[config.mk]
export PLATFORM = sky130hd
export DESIGN_NAME = matvec_mac_sequencer
export DESIGN_NICKNAME = d
export VERILOG_FILES = /design/src/rtl/matvec_mac_sequencer.sv
export SDC_FILE = /design/constraint.sdc
export NUM_CORES = 1
export LEC_CHECK = 0
export ABC_AREA = 1
export CAP_MARGIN = 15
export CORE_MARGIN = 1.5
export CORE_UTILIZATION = 36
export DETAILED_ROUTE_END_ITERATION = 6
export GPL_ROUTABILITY_DRIVEN = 0
export PLACE_DENSITY = 0.58
export SLEW_MARGIN = 20
export SYNTH_ARGS = -nofsm -noshare
export SYNTH_HDL_FRONTEND = slang
export SYNTH_SLANG_ARGS = --single-unit
[constraint.sdc]
create_clock -name clk -period 5.3 [get_ports clk]
set_input_delay 0.795 -clock clk [delete_from_list [all_inputs] [get_ports clk]]
set_output_delay 0.795 -clock clk [all_outputs]
set_load 0.02 [all_outputs]
[src/rtl/matvec_mac_sequencer.sv]
// Row-at-a-time matrix-vector sequencer over one shared unsigned MAC datapath.
// Each row result is offered on a valid/ready handshake; done pulses after the last row.
module matvec_mac_sequencer #(
  parameter  int unsigned Nbits = 4,
  parameter  int unsigned Ndata = 4,
  parameter  int unsigned Nrows = 4,
  localparam int unsigned ACCW  = 2*Nbits + $clog2(Ndata),
  localparam int unsigned RW    = (Nrows > 1) ? $clog2(Nrows) : 1
) (
  input  logic                          clk,
  input  logic                          reset,
  input  logic                          start,
  input  logic [Nrows*Ndata*Nbits-1:0]  M,
  input  logic [Ndata*Nbits-1:0]        V,
  output logic                          busy,
  output logic [ACCW-1:0]               out_data,
  output logic [RW-1:0]                 out_row,
  output logic                          out_valid,
  input  logic                          out_ready,
  output logic                          done
);

  localparam int unsigned KW = $clog2(Ndata);

  typedef enum logic [1:0] {S_IDLE, S_MAC, S_EMIT, S_DONE} state_t;

  state_t          state, state_n;
  logic [ACCW-1:0] acc, acc_n, out_data_n, sum;
  logic [KW-1:0]   k, k_n;
  logic [RW-1:0]   row, row_n, out_row_n;
  logic            busy_n, out_valid_n, done_n, cap_en;

  logic [Nbits-1:0] mcap [Nrows][Ndata];
  logic [Nbits-1:0] vcap [Ndata];

  // One MAC step: products are zero-extended so the sum never wraps
  assign sum = acc + ACCW'(mcap[row][k]) * ACCW'(vcap[k]);

  // Operand snapshot taken on accepted start; later M/V changes are invisible to the run
  always_ff @(posedge clk) begin
    if (cap_en) begin
      for (int r = 0; r < int'(Nrows); r++)
        for (int j = 0; j < int'(Ndata); j++)
          mcap[r][j] <= M[(r*int'(Ndata) + j)*int'(Nbits) +: Nbits];
      for (int j = 0; j < int'(Ndata); j++)
        vcap[j] <= V[j*int'(Nbits) +: Nbits];
    end
  end

  always_ff @(posedge clk or negedge reset) begin
    if (!reset) begin
      state     <= S_IDLE;
      acc       <= '0;
      k         <= '0;
      row       <= '0;
      busy      <= 1'b0;
      out_valid <= 1'b0;
      out_data  <= '0;
      out_row   <= '0;
      done      <= 1'b0;
    end else begin
      state     <= state_n;
      acc       <= acc_n;
      k         <= k_n;
      row       <= row_n;
      busy      <= busy_n;
      out_valid <= out_valid_n;
      out_data  <= out_data_n;
      out_row   <= out_row_n;
      done      <= done_n;
    end
  end

  always_comb begin
    state_n     = state;
    acc_n       = acc;
    k_n         = k;
    row_n       = row;
    busy_n      = busy;
    out_valid_n = out_valid;
    out_data_n  = out_data;
    out_row_n   = out_row;
    done_n      = 1'b0;
    cap_en      = 1'b0;
    case (state)
      S_IDLE: begin
        if (start) begin
          cap_en  = 1'b1;
          acc_n   = '0;
          k_n     = '0;
          row_n   = '0;
          busy_n  = 1'b1;
          state_n = S_MAC;
        end
      end
      S_MAC: begin
        acc_n = sum;
        k_n   = k + KW'(1);
        if (k == KW'(Ndata - 1)) begin
          k_n         = '0;
          out_data_n  = sum;
          out_row_n   = row;
          out_valid_n = 1'b1;
          state_n     = S_EMIT;
        end
      end
      S_EMIT: begin
        // Stalled here with no MAC activity until the consumer takes the row
        if (out_ready) begin
          out_valid_n = 1'b0;
          if (row == RW'(Nrows - 1)) begin
            busy_n  = 1'b0;
            done_n  = 1'b1;
            state_n = S_DONE;
          end else begin
            row_n   = row + RW'(1);
            acc_n   = '0;
            k_n     = '0;
            state_n = S_MAC;
          end
        end
      end
      S_DONE: state_n = S_IDLE;
      default: state_n = S_IDLE;
    endcase
  end

endmodule

=== Word-level counts from Yosys, hierarchy flattened ===
Memory sizes are Yosys's and may differ from the RTL's.
Index checks and enable logic that the tools add are counted.

* Memories kept: 2
* Register bits: 31
* Memory bits (writable): 80
* Word-level logic and storage cells: 71
* Input port bits: 84

* Add/sub/neg operators: 3
* Reduce and logical (&&, ||, !) cells: 10
* Equality and inequality tests: 10
* Bitwise logic cells: 1
* Multipliers: 1
* Multiplexer cells: 34
* $lt $le $gt $ge: 1

{| class="wikitable"
|+ Memories
! memory !! depth !! bits a word !! read ports !! clocked after memory_dff !! wr ports !! RTL line !! source
|-
| mcap || 4 || 16 || 1 || 0 || 4 || 33 || <nowiki>logic [Nbits-1:0] mcap [Nrows][Ndata];</nowiki>
|-
| vcap || 4 || 4 || 1 || 0 || 4 || 34 || <nowiki>logic [Nbits-1:0] vcap [Ndata];</nowiki>
|}

{| class="wikitable"
|+ Operator list
! kind !! number
|-
| $mux W10 || 3
|-
| $pmux W10 S3 || 1
|-
| $mux W2 || 10
|-
| $mux W1 || 12
|-
| $reduce_and A4 Y1 || 3
|-
| $add A10 B8 Y10 || 1
|-
| $ne A2 B2 Y1 const B || 5
|-
| $bmux W4 S2 || 1
|-
| $eq A2 B2 Y1 const B || 4
|-
| $mul A4 B4 Y8 || 1
|-
| $mux W4 || 2
|-
| $pmux W2 S4 || 1
|-
| $pmux W2 S3 || 1
|-
| $reduce_and A3 Y1 || 2
|-
| $add A2 B1 Y2 const B || 2
|-
| $pmux W1 S2 || 2
|-
| $pmux W2 S2 || 1
|-
| $reduce_bool A2 Y1 || 2
|-
| $ge A3 B3 Y1 const B || 1
|-
| $not A2 Y3 || 1
|-
| $reduce_bool A3 Y1 || 1
|-
| $eq A2 B1 Y1 const B || 1
|-
| $logic_not A2 Y1 || 1
|-
| $reduce_and A2 Y1 || 1
|}

=== Logic depth before layout (Yosys ltp) ===
Gate-level depths: netlist of the first run.

* Depth after elaboration: 7
* Mapped depth: 26
* Depth with buffers taken out: 24

=== Worst setup path after synthesis of the first run ===
No wires, ideal clock.

* Path kind: register to register
* From: register row[0]
* To: register acc[8]
* Arrival time: 3.635 ns
* Setup slack: 1.547 ns
* Buffers on the path: 2
* Library setup time: 0.117 ns
* Cell stages (with the launch flop): 22
* Cell sequence: dfrtp_1 buf_2 inv_2 buf_4 nand2_1 nand2_1 nand2_1 nand3_1 nand3_1 nand2_1 nand2_1 fa_1 fa_1 fa_1 inv_1 ha_1 a21oi_1 nand2_1 nand2_1 nand3_1 nand3_1 nand2_1

* Word-level cells in the longest chain between the ends: 7
* Elaborated cells on any way between the ends: 10
* Classes of those cells: 1 x add/sub; 1 x mul; 2 x eq/ne; 4 x mux; 1 x reduce/logical; 1 x memory

{| class="wikitable"
|+ Ends and longest elaborated chain
! element !! RTL line !! source
|-
| start, declared || 30 || <nowiki>logic [RW-1:0] row, row_n, out_row_n;</nowiki>
|-
| start signal, assigned || 65 || <nowiki>row <= row_n;</nowiki>
|-
| $mem_v2 Z4 W16 || - ||
|-
| $bmux W4 S2 || 37 || <nowiki>assign sum = acc + ACCW'(mcap[row][k]) * ACCW'(vcap[k]);</nowiki>
|-
| $mux W4 (not written as such) (2 in a row) || 37 ||
|-
| $mul A4 B4 Y8 || 37 ||
|-
| $add A10 B8 Y10 || 37 ||
|-
| $pmux W10 S3 || 85 || <nowiki>case (state)</nowiki>
|-
| end signal, assigned || 63 || <nowiki>acc <= acc_n;</nowiki>
|-
| end, declared || 28 || <nowiki>logic [ACCW-1:0] acc, acc_n, out_data_n, sum;</nowiki>
|}

Parallel ways exist; a longest one is shown, timed or not. The select of a mux whose other input is x is not followed.
A chain may end at the register's enable or synchronous reset.

=== Worst setup path after layout of the first run ===
* From: register row[1]
* To: register out_data[8]

* Word-level cells in the longest chain between the ends: 6

{| class="wikitable"
|+ Ends and longest elaborated chain
! element !! RTL line !! source
|-
| $mem_v2 Z4 W16 || - ||
|-
| $bmux W4 S2 || 37 ||
|-
| $mux W4 (not written as such) (2 in a row) || 37 ||
|-
| $mul A4 B4 Y8 || 37 ||
|-
| $add A10 B8 Y10 || 37 ||
|-
| end signal, assigned || 68 || <nowiki>out_data <= out_data_n;</nowiki>
|-
| end, declared || 16 || <nowiki>output logic [ACCW-1:0] out_data,</nowiki>
|}

Every way passes these cells. The select of a mux whose other input is x is not followed.

==> results of run 1 <==
[cell type report]
cell class	instances	share of cell area (%)
Clock inverter	6	0.552
Inverter	82	4.60
Sequential cell	111	46.8
Timing Repair Buffer	103	15.0
Multi-Input combinational cell	338	26.4
Tap cell	184	3.39
Clock buffer	9	3.31
[worst max-delay path, delay by kind of cell, from the launching register on]
kind / cells / cell delay (ns)
flops: 1 / 0.32
compound gates: 1 / 0.20
fa+ha+maj: 4 / 1.83
buf+inv: 3 / 0.67
simple gates: 10 / 1.16
[per-layer routing]
layer / up-vias / GRT usage (%) / share of wire (%)
li1: 1964 / - / -
met1: 1843 / 20.2 / 47
met2: 129 / 25.5 / 47
met3: 9 / 3.17 / 5.5
met4: 0 / 5.88 / 1.1
met5: - / 0 / 0
[cells by family after synthesis]
kind of cell | count (synthesis) | synth area share [%]
adders and majority gates | 29 | 8.01
DFF | 111 | 59.1
and+or+nand+nor | 272 | 21.4
xor gates and xnor gates | 2 | 0.326
buffers and inverters | 97 | 7.47
AOI/OAI and AO/OA | 35 | 3.68
[final timing paths]
check,cells after the start,start,end
min in group asynchronous,2,reset,busy
min,2,out_data[3],out_data[3]
max in group asynchronous,2,reset,out_data[7]
max,18,row[1],out_data[8]
max reg2reg,18,row[1],out_data[8]
min reg2reg,2,out_data[3],out_data[3]
[metrics by stage]
stage	hold WS (ns)	instance area [µm²]
finish	0.476	6800
global route	0.493	6800
CTS	0.481	6800
detailed placement	0.463	6540
global placement	0.457	6540
floorplan	0.456	5380
[synth_stat cells]
master      n
a21oi_1    15
a32oi_1     2
and2_0      2
buf_1       1
buf_2       8
buf_4       4
buf_6       1
clkbuf_1    1
clkinv_1    1
dfrtp_1    31
edfxtp_1   80
fa_1        9
ha_1       20
inv_1      76
inv_2       3
inv_4       2
nand2_1   178
nand3_1    63
nand3b_1    2
nor2_1     19
nor2_2      1
nor2_4      1
nor2_8      1
nor3_1      1
o21ai_0    12
o21ai_1     1
o21ai_2     3
o21bai_1    1
o22ai_1     1
or2_2       4
xor2_1      2
[power breakdown]
part / leakage (nW) / internal, W / total (W) / switching (W)
registers: 1.13 / 0.00119 / 0.00128 / 0.0000901
clock network: 0.127 / 0.000315 / 0.000616 / 0.000301
logic: 1.76 / 0.000930 / 0.00252 / 0.00159
total: 3.02 / 0.00243 / 0.00441 / 0.00198
[sequential cells by signal, indices dropped and copies added, names as in the netlist, 2 cells and up]
register  flops
mcap         64
vcap         16
acc          10
out_data     10
k             2
out_row       2
row           2
state         2
==> metrics.txt, run 1 <==
# TYPE chip_impl_metric gauge
chip_impl_metric{name="grt_pass1_vias",unit=""} 3934
chip_impl_metric{name="ctsLongestPathBuffers",unit=""} 2
chip_impl_metric{name="die-area",unit="µm²"} 15700
chip_impl_metric{name="worst_ep_required_time",unit="ns"} 5.54
chip_impl_metric{name="vdd.ir_drop.worst",unit="mV"} 0.292
chip_impl_metric{name="synthesis.instances",unit=""} 546
chip_impl_metric{name="dp_slack",unit="ns"} 1.08
chip_impl_metric{name="finish.cell_count_without_fillers",unit=""} 833
chip_impl_info{name="tritoncts_clock_tree",value="yes"} 1
chip_impl_metric{name="via_count",unit=""} 3945
chip_impl_metric{name="pwr_density_cell",unit="nW/µm²"} 648
chip_impl_metric{name="detailedRoute.firstPassIterationCount",unit=""} 4
chip_impl_metric{name="drc_violations_left",unit=""} 0
chip_impl_info{name="cp-end-kind",value="flop"} 1
chip_impl_metric{name="synth.yosys.warnings",unit=""} 0
chip_impl_metric{name="insertedDiodeCount",unit=""} 0
chip_impl_metric{name="final.setup.worst_slack",unit="ns"} 1.01
chip_impl_metric{name="drt-wirelength-per-cell",unit="µm"} 13.9
chip_impl_metric{name="coreArea",unit="µm²"} 14500
chip_impl_metric{name="timing.slew.headroom",unit="%"} 42.0
chip_impl_info{name="grt_setup_unrepaired",value="false"} 1
chip_impl_metric{name="post_detailed_placement_half_perimeter_wirelength",unit="mm"} 8.61
chip_impl_metric{name="clkSlewWorstSetupHoldPaths",unit="ns"} 0.07
chip_impl_metric{name="dr.first_iter.drc_count",unit=""} 193
chip_impl_metric{name="fp-row-count",unit=""} 44
chip_impl_metric{name="post-route-period-util",unit="%"} 81.0
chip_impl_metric{name="static-leakage-power",unit="nW"} 3.02
chip_impl_metric{name="clock_latency",unit="ns"} 0.35
chip_impl_metric{name="ios",unit=""} 99
chip_impl_metric{name="grt_pass1_wl",unit="mm"} 19.3
chip_impl_metric{name="fillerInstances",unit=""} 1405
chip_impl_metric{name="multiInputGateArea",unit="µm²"} 1800
chip_impl_metric{name="cts_buffers",unit=""} 9
chip_impl_metric{name="finalMaxSlewViolations",unit=""} 0
chip_impl_metric{name="portBuffers",unit=""} 98
chip_impl_metric{name="antenna_found_initial",unit=""} 0
chip_impl_metric{name="cts.sink_count",unit=""} 111
chip_impl_metric{name="finalClockSkew",unit="ns"} 0.00737
chip_impl_metric{name="total_power",unit="W"} 0.00441
chip_impl_info{name="critical_path.slowest_cell",value="fa_1"} 1
chip_impl_metric{name="post_synth.cell_area_avg",unit="µm²"} 9.84
chip_impl_info{name="outcome",value="completed"} 1
chip_impl_metric{name="ctsHtreeMaxLevel",unit=""} 3
chip_impl_metric{name="regToRegSetupSlack",unit="ns"} 1.01
chip_impl_info{name="synth_top_area_cell",value="edfxtp_1"} 1
chip_impl_metric{name="max_freq",unit="MHz"} 233
chip_impl_info{name="worst_hold_path_class",value="flop to flop"} 1
chip_impl_metric{name="setup_viol_count_final",unit=""} 0
chip_impl_info{name="ys_top_cells_by_area",value="edfxtp_1, dfrtp_1, nand2_1, nand3_1, inv_1"} 1
chip_impl_metric{name="post-route-util",unit="%"} 46.8
chip_impl_metric{name="cts_setup_buffers",unit=""} 0
chip_impl_metric{name="areaGrowthSynthToFinish",unit="%"} 26.5
chip_impl_info{name="path_class",value="flop to flop"} 1
chip_impl_metric{name="syn-cell-area",unit="µm²"} 5380
chip_impl_metric{name="postRouteWirelength",unit="mm"} 11.6
chip_impl_metric{name="grt_remaining_overflow",unit=""} 0
chip_impl_metric{name="sequential_element_share_of_the_synthesized_area",unit="%"} 59.1
chip_impl_metric{name="placedCellCount",unit=""} 818
chip_impl_metric{name="totalNegativeSetupSlack",unit="ns"} 0
chip_impl_info{name="critPathLaunchType",value="flop"} 1
chip_impl_metric{name="worstMarginPinSlew",unit="ns"} 0.869
chip_impl_metric{name="nets",unit=""} 758
chip_impl_metric{name="cts_resized",unit=""} 0
chip_impl_info{name="final_common_cell",value="nand2_1"} 1
chip_impl_metric{name="cp_data_arrival_time",unit="ns"} 4.53
chip_impl_metric{name="cts-hold-fix-buffers",unit=""} 0
chip_impl_metric{name="die_height",unit="µm"} 125
chip_impl_metric{name="postRouteAntennaNets",unit=""} 0
chip_impl_metric{name="ys_seq_elements",unit=""} 111
chip_impl_metric{name="yosysTopAreaCellShare",unit="%"} 44.7
chip_impl_info{name="most-common-layout-cells",value="nand2_1, clkdlybuf4s50_1, edfxtp_1"} 1
chip_impl_metric{name="synth_fp_nets",unit=""} 659
chip_impl_metric{name="final-seq-area",unit="µm²"} 3180
chip_impl_metric{name="period_needed",unit="ns"} 4.29
chip_impl_metric{name="chipWidth",unit="µm"} 125
chip_impl_metric{name="global_route.usage.total",unit="%"} 15.5
chip_impl_metric{name="path_max_fanout",unit=""} 18
chip_impl_metric{name="viasPerCell",unit=""} 4.74
chip_impl_info{name="root_buffer_master",value="clkbuf_16"} 1
chip_impl_metric{name="initial_core_util",unit="%"} 37.0
chip_impl_metric{name="layout-drive-gt1-share",unit="%"} 5.24
chip_impl_metric{name="post_synth_num_cell_types",unit=""} 31
chip_impl_metric{name="critPathMaxStageDelay",unit="ns"} 0.52
chip_impl_info{name="crit_path_cell_trace",value="buf_4 > clkinv_1 > nand3_1 > nand3_1 > nand3_1 > nand2_1 > nand2_1 > fa_1 > fa_1 > fa_1 > inv_1 > ha_1 > a21oi_1 > nand2_1 > nand2_1 > nand3_1 > nand3_1 > nand2_1"} 1
chip_impl_metric{name="max-cap-violations",unit=""} 0
chip_impl_metric{name="timing.final.hold_violations",unit=""} 0
chip_impl_metric{name="grt_max_degree",unit=""} 44
(Power assumes the default switching activity.)
==> run 2, diff against run 1 <==
==> constraint.sdc (replaced) <==
create_clock -name clk -period 4.08 [get_ports clk]
set_input_delay 0.612 -clock clk [delete_from_list [all_inputs] [get_ports clk]]
set_output_delay 0.612 -clock clk [all_outputs]
set_load 0.02 [all_outputs]
==> run 2 against run 1 <==
Via count increased by 0.96%; clock power increased by 42%; worst setup slack got worse by 0.75 ns; final area increased by 2.4%; wire length increased by 2.5%; global-route usage increased by 0.49 points; critical endpoint is now out_data[5]; critical path type unchanged.
==> metrics.txt, run 2 (same netlist as run 1, synthesis figures left out) <==
# TYPE chip_impl_metric gauge
chip_impl_metric{name="worst_ep_required_time",unit="ns"} 4.32
chip_impl_info{name="worst_hold_path_class",value="flop to flop"} 1
chip_impl_metric{name="postRouteWirelength",unit="mm"} 11.9
chip_impl_metric{name="setup_viol_count_final",unit=""} 0
chip_impl_metric{name="clkSlewWorstSetupHoldPaths",unit="ns"} 0.07
chip_impl_metric{name="drt-wirelength-per-cell",unit="µm"} 14.1
chip_impl_metric{name="period_needed",unit="ns"} 3.82
chip_impl_metric{name="finalClockSkew",unit="ns"} 0.00999
chip_impl_info{name="cp-end-kind",value="flop"} 1
chip_impl_metric{name="insertedDiodeCount",unit=""} 0
chip_impl_metric{name="total_power",unit="W"} 0.00607
chip_impl_metric{name="dr.first_iter.drc_count",unit=""} 240
chip_impl_metric{name="ctsHtreeMaxLevel",unit=""} 3
chip_impl_metric{name="viasPerCell",unit=""} 4.74
chip_impl_metric{name="layout-drive-gt1-share",unit="%"} 7.46
chip_impl_metric{name="worstMarginPinSlew",unit="ns"} 0.511
chip_impl_info{name="outcome",value="completed"} 1
chip_impl_metric{name="timing.final.hold_violations",unit=""} 0
chip_impl_info{name="top_regs",value="mcap (64), vcap (16)"} 1
chip_impl_metric{name="grt_max_degree",unit=""} 82
chip_impl_metric{name="die-area",unit="µm²"} 15700
chip_impl_metric{name="largest_register_ff_count",unit=""} 64
chip_impl_metric{name="grt_pass1_wl",unit="mm"} 19.7
chip_impl_metric{name="postRouteAntennaNets",unit=""} 0
chip_impl_metric{name="antenna_found_initial",unit=""} 0
chip_impl_metric{name="cell_internal_pwr",unit="W"} 0.00338
chip_impl_metric{name="chipWidth",unit="µm"} 125
chip_impl_metric{name="ctsLongestPathBuffers",unit=""} 2
chip_impl_metric{name="portBuffers",unit=""} 98
chip_impl_metric{name="post-route-period-util",unit="%"} 93.6
chip_impl_info{name="most-common-layout-cells",value="nand2_1, clkdlybuf4s50_1, edfxtp_1"} 1
chip_impl_metric{name="vdd.ir_drop.worst",unit="mV"} 0.501
chip_impl_metric{name="pwr_density_cell",unit="nW/µm²"} 872
chip_impl_metric{name="grt_remaining_overflow",unit=""} 0
chip_impl_info{name="tritoncts_clock_tree",value="yes"} 1
chip_impl_metric{name="nets",unit=""} 766
chip_impl_metric{name="max_freq",unit="MHz"} 262
chip_impl_metric{name="cp_data_arrival_time",unit="ns"} 4.06
chip_impl_metric{name="drc_violations_left",unit=""} 0
chip_impl_metric{name="ios",unit=""} 99
chip_impl_metric{name="initial_core_util",unit="%"} 37.0
chip_impl_metric{name="switching_power",unit="W"} 0.00269
chip_impl_metric{name="detailedRoute.firstPassIterationCount",unit=""} 5
chip_impl_metric{name="finalMaxSlewViolations",unit=""} 0
chip_impl_metric{name="power.sequential.fraction",unit="%"} 27.2
chip_impl_metric{name="static-leakage-power",unit="nW"} 3.08
chip_impl_metric{name="cts-hold-fix-buffers",unit=""} 0
chip_impl_metric{name="worst_hold_path.num_cells",unit=""} 2
chip_impl_metric{name="clock_latency",unit="ns"} 0.36
chip_impl_metric{name="grt_pass1_vias",unit=""} 4087
chip_impl_metric{name="die_height",unit="µm"} 125
chip_impl_info{name="final_common_cell",value="nand2_1"} 1
chip_impl_metric{name="global_route.usage.total",unit="%"} 15.9
chip_impl_metric{name="timing.slew.headroom",unit="%"} 65.9
chip_impl_info{name="regMostFlops",value="mcap"} 1
chip_impl_metric{name="power.clock.fraction",unit="%"} 14.4
chip_impl_metric{name="cts.sink_count",unit=""} 111
chip_impl_metric{name="areaGrowthSynthToFinish",unit="%"} 29.4
chip_impl_metric{name="via_count",unit=""} 3983
chip_impl_metric{name="power_switching_share",unit="%"} 44.3
chip_impl_metric{name="combinationalPowerShare",unit="%"} 58.4
chip_impl_metric{name="totalNegativeSetupSlack",unit="ns"} 0
chip_impl_metric{name="path_max_fanout",unit=""} 8
chip_impl_info{name="path_class",value="flop to flop"} 1
chip_impl_metric{name="ff2ff_path_depth",unit=""} 18
chip_impl_info{name="critPathLaunchType",value="flop"} 1
chip_impl_metric{name="post_detailed_placement_half_perimeter_wirelength",unit="mm"} 8.84
chip_impl_metric{name="coreArea",unit="µm²"} 14500
chip_impl_metric{name="cts_resized",unit=""} 0
chip_impl_metric{name="fp-row-count",unit=""} 44
chip_impl_metric{name="cts_buffers",unit=""} 9
chip_impl_info{name="root_buffer_master",value="clkbuf_16"} 1
chip_impl_metric{name="max-cap-violations",unit=""} 0
chip_impl_metric{name="cts_setup_buffers",unit=""} 0
## run 2: worst max-delay path: stages (launching register included)
cell and delay (ns):
dfrtp_1 0.40, inv_1 0.23, buf_4 0.21, nand2_1 0.06, nand3_1 0.06, and2_0 0.19
inv_1 0.11, a21oi_1 0.19, fa_1 0.45, ha_1 0.29, inv_1 0.05, fa_1 0.50
inv_1 0.04, ha_1 0.32, inv_1 0.08, nand2_1 0.10, nand2_1 0.10, xor2_1 0.22
o21ai_0 0.10
## run 2: final cells by class
type | instances | area, µm²
clock buffers | 10 | 229
clock inverters | 5 | 60.1
fillers | 1379 | 7580
inverters | 82 | 313
multi-input cells | 338 | 1830
flip-flops and latches | 111 | 3180
well taps | 184 | 230
repair buffers | 111 | 1120
## run 2: metrics by stage
stage	setup slack [ns]	cell area [µm²]	hold WS [ns]	instances	utilization (%)
floorplan	0.327	5380	0.316	546	-
global placement	0.190	6630	0.461	826	45.6
detailed placement	0.117	6630	0.458	826	45.6
CTS	0.102	6920	0.476	841	47.6
global route	-0.0211	6960	0.510	841	47.9
finish	0.260	6960	0.473	841	47.9
## run 2: power groups by stage
stage / logic (W) / registers [W] / clock network, W
floorplan: 0.00240 / 0.00174 / 0
global placement: 0.00331 / 0.00167 / 0
detailed placement: 0.00336 / 0.00168 / 0
CTS: 0.00339 / 0.00166 / 0.000896
global route: 0.00408 / 0.00169 / 0.000927
finish: 0.00354 / 0.00165 / 0.000872
## run 2: per-layer routing
| layer | vias up | global-route usage, % | wire length (µm) |
|---|---|---|---|
| li1 | 1975 | - | - |
| met1 | 1863 | 20.8 | 5280 |
| met2 | 129 | 25.6 | 5530 |
| met3 | 16 | 4.28 | 840 |
| met4 | 0 | 5.95 | 226 |
| met5 | - | 0 | 0 |
## run 2: final timing paths
path	from	endpoint	slack, ns
max in group asynchronous	reset	out_data[7]	3.12
setup reg to reg	k[0]	out_data[5]	0.26
hold reg to reg	out_data[3]	out_data[3]	0.47
hold / removal	out_data[3]	out_data[3]	0.47
min in group asynchronous	reset	done	0.65
setup / recovery	k[0]	out_data[5]	0.26
